<file path="config.mk">
export PLATFORM = sky130hd
export DESIGN_NAME = frame_streamer
export DESIGN_NICKNAME = d
export VERILOG_FILES = /design/src/rtl/frame_streamer.sv
export SDC_FILE = /design/constraint.sdc
export NUM_CORES = 1
export LEC_CHECK = 0
export BUFFER_PORTS_ARGS = -buffer_cell sky130_fd_sc_hd__buf_2
export CAP_MARGIN = 0
export CORE_AREA = 4 4 82 61
export CTS_CLUSTER_SIZE = 30
export DETAILED_ROUTE_END_ITERATION = 16
export DIE_AREA = 0 0 86 65
export GPL_TIMING_DRIVEN = 0
export PLACE_DENSITY_LB_ADDON = 0.3
export REMOVE_ABC_BUFFERS = 1
export SLEW_MARGIN = 10
export SYNTH_ARGS = -nofsm -noshare
export SYNTH_HDL_FRONTEND = slang
export SYNTH_SLANG_ARGS = --single-unit
export TNS_END_PERCENT = 50
</file>
<file path="constraint.sdc">
create_clock -name clk -period 1.65 [get_ports clk]
set_input_delay 0.33 -clock clk [delete_from_list [all_inputs] [get_ports clk]]
set_output_delay 0.33 -clock clk [all_outputs]
set_load 0.01 [all_outputs]
</file>
<file path="src/rtl/frame_streamer.sv">
// Raster pixel source: reads one WIDTH x HEIGHT frame from a single-port memory and streams it row-major.
// Optional zero bottom border (PAD_ROWS rows) is enabled by defining FRAME_STREAMER_PAD_EN.
module frame_streamer #(
   parameter int WIDTH    = 17,
   parameter int HEIGHT   = 17,
   parameter int ADDR_W   = 10,
   parameter int PAD_ROWS = 6
) (
   input  logic              clk,
   input  logic              rst,
   input  logic              start_i,
   input  logic              stall_i,
   output logic              mem_rd_o,
   output logic [ADDR_W-1:0] mem_addr_o,
   input  logic [7:0]        mem_data_i,
   output logic [7:0]        data_o,
   output logic              valid_o,
   output logic              done_o,
   output logic              busy_o,
   output logic [1:0]        state_o
);

   localparam int PIXELS = WIDTH * HEIGHT;
   localparam int COL_W  = (WIDTH > 1) ? $clog2(WIDTH) : 1;
   localparam int ROW_W  = (HEIGHT + PAD_ROWS > 1) ? $clog2(HEIGHT + PAD_ROWS) : 1;
   localparam logic [ADDR_W-1:0] LAST_ADDR = ADDR_W'(PIXELS - 1);
   localparam logic [COL_W-1:0]  LAST_COL  = COL_W'(WIDTH - 1);
`ifdef FRAME_STREAMER_PAD_EN
   localparam logic [ROW_W-1:0]  FINAL_ROW = ROW_W'(HEIGHT + PAD_ROWS - 1);
`else
   localparam logic [ROW_W-1:0]  FINAL_ROW = ROW_W'(HEIGHT - 1);
`endif

   typedef enum logic [1:0] {
      S_IDLE = 2'd0,
      S_READ = 2'd1,
      S_WAIT = 2'd2
`ifdef FRAME_STREAMER_PAD_EN
      ,S_PAD = 2'd3
`endif
   } state_t;

   state_t            state_q, state_d;
   logic [ADDR_W-1:0] addr_q, addr_d;
   logic [ADDR_W-1:0] maddr_q, maddr_d;
   logic [COL_W-1:0]  col_q, col_d;
   logic [ROW_W-1:0]  row_q, row_d;
   logic              rd_q, rd_d;
   logic              iss_q, iss_d;
   logic              last_q, last_d;
   logic              iss1_q, iss1_d;
   logic              last1_q, last1_d;
   logic [7:0]        data_q, data_d;
   logic              valid_q, valid_d;
   logic              done_q, done_d;
   logic              busy_q, busy_d;
`ifdef FRAME_STREAMER_PAD_EN
   logic              pad_q, pad_d;
   logic              pad1_q, pad1_d;
   logic              issue_pad;
`endif

   logic              issue_mem;
   logic [ADDR_W-1:0] cur_addr;
   logic [COL_W-1:0]  cur_col;
   logic [ROW_W-1:0]  cur_row;

   // valid_o qualifies data_o in the same cycle; there is no ready, the consumer must take every valid pixel.
   always_comb begin
      state_d   = state_q;
      addr_d    = addr_q;
      maddr_d   = maddr_q;
      col_d     = col_q;
      row_d     = row_q;
      busy_d    = busy_q;
      rd_d      = 1'b0;
      iss_d     = 1'b0;
      last_d    = 1'b0;
      cur_addr  = addr_q;
      cur_col   = col_q;
      cur_row   = row_q;
      issue_mem = 1'b0;
`ifdef FRAME_STREAMER_PAD_EN
      issue_pad = 1'b0;
`endif
      case (state_q)
         S_IDLE: begin
            if (start_i) begin
               state_d   = S_READ;
               busy_d    = 1'b1;
               cur_addr  = '0;
               cur_col   = '0;
               cur_row   = '0;
               addr_d    = '0;
               col_d     = '0;
               row_d     = '0;
               issue_mem = !stall_i;
            end
         end
         S_READ: issue_mem = !stall_i;
`ifdef FRAME_STREAMER_PAD_EN
         S_PAD:  issue_pad = !stall_i;
`endif
         S_WAIT: begin
            if (done_q) begin
               state_d = S_IDLE;
               busy_d  = 1'b0;
            end
         end
         default: state_d = S_IDLE;
      endcase

      // Column/row track every emitted pixel, memory or pad, so the final-pixel flag covers both.
`ifdef FRAME_STREAMER_PAD_EN
      if (issue_mem || issue_pad) begin
`else
      if (issue_mem) begin
`endif
         iss_d  = 1'b1;
         last_d = (cur_row == FINAL_ROW) && (cur_col == LAST_COL);
         if (cur_col == LAST_COL) begin
            col_d = '0;
            row_d = cur_row + 1'b1;
         end else begin
            col_d = cur_col + 1'b1;
         end
      end

      if (issue_mem) begin
         rd_d    = 1'b1;
         maddr_d = cur_addr;
         addr_d  = cur_addr + 1'b1;
         if (cur_addr == LAST_ADDR) begin
`ifdef FRAME_STREAMER_PAD_EN
            state_d = (PAD_ROWS > 0) ? S_PAD : S_WAIT;
`else
            state_d = S_WAIT;
`endif
         end
      end
`ifdef FRAME_STREAMER_PAD_EN
      if (issue_pad && last_d) state_d = S_WAIT;
      pad_d  = issue_pad;
      pad1_d = pad_q;
`endif

      iss1_d  = iss_q;
      last1_d = last_q;
      valid_d = iss1_q;
      done_d  = last1_q;
`ifdef FRAME_STREAMER_PAD_EN
      data_d  = (iss1_q && !pad1_q) ? mem_data_i : 8'h00;
`else
      data_d  = iss1_q ? mem_data_i : 8'h00;
`endif
   end

   always_ff @(posedge clk or negedge rst) begin
      if (!rst) begin
         state_q <= S_IDLE;
         addr_q  <= '0;
         maddr_q <= '0;
         col_q   <= '0;
         row_q   <= '0;
         rd_q    <= 1'b0;
         iss_q   <= 1'b0;
         last_q  <= 1'b0;
         iss1_q  <= 1'b0;
         last1_q <= 1'b0;
         data_q  <= '0;
         valid_q <= 1'b0;
         done_q  <= 1'b0;
         busy_q  <= 1'b0;
`ifdef FRAME_STREAMER_PAD_EN
         pad_q   <= 1'b0;
         pad1_q  <= 1'b0;
`endif
      end else begin
         state_q <= state_d;
         addr_q  <= addr_d;
         maddr_q <= maddr_d;
         col_q   <= col_d;
         row_q   <= row_d;
         rd_q    <= rd_d;
         iss_q   <= iss_d;
         last_q  <= last_d;
         iss1_q  <= iss1_d;
         last1_q <= last1_d;
         data_q  <= data_d;
         valid_q <= valid_d;
         done_q  <= done_d;
         busy_q  <= busy_d;
`ifdef FRAME_STREAMER_PAD_EN
         pad_q   <= pad_d;
         pad1_q  <= pad1_d;
`endif
      end
   end

   assign mem_rd_o   = rd_q;
   assign mem_addr_o = maddr_q;
   assign data_o     = data_q;
   assign valid_o    = valid_q;
   assign done_o     = done_q;
   assign busy_o     = busy_q;
   assign state_o    = state_q;

endmodule

</file>
==> summary.md <==
| Metric | Value |
|---|---|
| Register area | `between 1000 and 1500 um2` |
| Data arrival, critical path | `about 1.9 ns` |
| Hold_buf cts | `0` |
| Worst skew pair latency | `around 0.30 ns` |
| PD cells | `between 1000 and 1500 nW/um2` |
| Drt first-iter violations | `128` |
| Num Clock Sinks | `47` |
| Cts bufs inserted | `5` |
| Die Span Y | `roughly 65 um` |
| Die area | `around 5600 um2` |
| Relative slew margins | `32.3%` |
| Top post-synthesis cells by count | `dfrtp_1, nand2_1` |
| Vias in the first global route | `around 1500` |
| Cell with the most instances after synthesis | `dfrtp_1` |
| Clock tree buffer depth | `2` |
| Asr flop ratio synth | `100%` |
| Synth top area share | `between 50% and 60%` |
| Ant diodes | `0` |
| Measured slew at the worst slew-check pin | `1.02 ns` |
| HPWL reported at the end of detailed placement | `2.68 mm` |
| Worst-path clk slew | `0.09 ns` |
| Average wire per standard cell | `between 15 and 20 um` |
| Synth warnings | `0` |
| Mapped Avg Cell Area | `11.4 um2` |
| Final Net Count | `~230` |
| Fin. max-slew vios | `0` |
| Leakage | `1.10 nW` |
| RSZ-0062 raised after global routing | `true` |
| DRT Wirelength | `4.30 mm` |
| # fillers | `between 300 and 400` |
| Chip width | `around 86 um` |
| Post-synth EDFFs | `0` |
| Crit share post-route | `102%` |
| Peak supply drop | `0.000662 V` |
| Top post-synthesis cells by area | `dfrtp_1, mux2i_1, a22o_1` |
| Crit-path max FO | `7` |
| CTS tree | `yes` |
| Initial Util | `between 40 and 50%` |
| Critical path class | `reg -> reg` |
| Vias per inst | `about 5.6` |
| Total power | `roughly 0.0032 W` |
| Dpl ws | `-0.452 ns` |
| Buffers added on ports | `35` |
| Status | `complete, but fails checks` |
| Mapped cell area | `approximately 2000 um2` |
| # DRC | `0` |
| Row cnt | `20` |
| CP Launch Type | `flop` |
| I/O pin count | `36` |
| Sequential area share after synthesis | `around 59%` |
| Non-Filler Instances | `268` |
| Reg-to-reg slack, setup | `-0.04 ns` |
| Crit path required time | `between 1.5 and 2 ns` |
| Hold Path Class | `in -> async` |
| Area of the core | `4230 um2` |
| Ratio of cells with drive above 1 in the final layout | `between 30% and 40%` |
| Pin count of the biggest net entering global routing | `48` |
| Vias | `around 1500` |
| Netlist cell types | `39` |
| Total global-route track usage | `between 10% and 20%` |
| Max cap viols | `0` |
| Top_reg_cell synth | `dfrtp_1` |
| Root Buffer | `clkbuf_8` |
| First-pass GRT wire length | `between 7 and 8 mm` |
| Initial antenna violation count | `0` |
| GP Congestion | `0.767` |
| Fmax | `0.593 GHz` |
| H-tree Lvls | `2` |
| DRT antenna net count | `0` |
| Multi-input logic area | `846 um2` |
| Post-synth top area cell | `dfrtp_1` |
| Failing checks | `negative setup slack` |
| Post-placement cell count | `~250` |
| Grt total ovfl | `0` |
| Post-route minimum period | `between 1.5 and 2 ns` |
| Final Hold Viols | `0` |
| Drt first pass iters | `5` |
| Yosys reg bits | `47` |
| Final Setup Violations | `1` |
| CP endpoint kind | `flop` |
| Final setup margin | `-0.0359 ns` |
| Syn-to-layout area delta | `22.6%` |
| Skew final | `approximately 0.0096 ns` |
| Post-synthesis cell count | `175` |
metrics by stage:
step	TNS, ns	utilization (%)	hold WS [ns]	cell area (um2)
after floorplan	-0.146	-	0.0344	1940
after global placement	-3.36	51.6	0.336	2180
after detailed placement	-3.84	51.6	0.337	2180
after CTS	-0.00412	56.3	0.229	2380
after global routing	-0.471	57.8	0.225	2450
final	-0.0359	57.8	0.188	2450
final cells by class:
cell class	count	area share (%)
Tap cell	55	2.81
Timing Repair Buffer	41	8.90
Multi-Input combinational cell	111	34.6
Clock inverter	2	1.53
Sequential cell	47	48.3
Clock buffer	5	2.81
Inverter	7	1.07
registers in the layout, summed over array words and instances (netlist names):
register / count
state_o: 2
row_q: 5
done_d: 1
mem_addr_o: 10
iss1_q: 1
col_q: 5
addr_q: 10
busy_o: 1
last1_d: 1
iss1_d: 1
done_o: 1
valid_o: 1
data_o: 8
metal layers:
| layer | up-vias | share of wire [%] | GRT usage [%] |
|---|---|---|---|
| met3 | 7 | 6.6 | 4.45 |
| met1 | 739 | 45 | 22.0 |
| met4 | 0 | 1.3 | 6.32 |
| met2 | 49 | 47 | 25.8 |
| met5 | - | 0 | 0 |
| li1 | 713 | - | - |
power breakdown:
part	switching, W	internal [W]	total (W)	leakage (nW)
clock	0.000385	0.000443	0.000828	0.0502
combinational	0.000355	0.000308	0.000663	0.452
sequential	0.000290	0.00138	0.00167	0.599
worst max-delay path: stages, from the launching register on:
cell     delay, ns
dfrtp_2       0.47
or3b_4        0.45
or4_1         0.55
a21oi_2       0.15
cell families (layout without fill, tap and decap cells):
kind of cell / count (synthesis) / after routing / synth area share [%]
compound gates: 33 / 33 / 11.7
xor+xnor: 4 / 4 / 1.76
buf+inv: 18 / 55 / 4.20
flops: 47 / 47 / 58.9
mux: 8 / 8 / 4.01
simple gates: 65 / 66 / 19.4
what timing repair did:
action / 4_1_cts / 5_1_grt
buffers inserted: 3 / 3
cloned: 1 / 0
setup endpoints to repair: 27 / 16
pin swaps: 1 / 0
resized for setup: 14 / 11
layout by cell type (no fill, tap or decap), types with 2 or more instances in the layout:
master	count
nor4_1	5
nand2_1	16
or4b_4	2
mux2i_1	8
or4_1	5
or3b_4	3
dfrtp_2	4
o31ai_1	5
inv_1	7
nor4_2	2
xor2_1	2
o21ai_0	7
buf_4	5
dfrtp_1	43
clkbuf_8	5
nand4_1	6
nand3_1	2
and2_1	8
a22o_1	8
buf_2	35
xnor2_1	2
a21oi_1	6
nand2b_1	3
final timing paths:
path                                            from                  end  cells past startpoint
worst max-delay path            state_o[1]$_DFF_PN0_  addr_q[5]$_DFF_PN0_                      3
max in group asynchronous                        rst  addr_q[0]$_DFF_PN0_                      1
worst min register to register      done_d$_DFF_PN0_     done_o$_DFF_PN0_                      0
min in group clk                       mem_data_i[6]  data_o[6]$_DFF_PN0_                      2
worst max register to register  state_o[1]$_DFF_PN0_  addr_q[5]$_DFF_PN0_                      3
worst min-delay path                             rst   row_q[1]$_DFF_PN0_                      1
Power figures use the tool's default switching activity.
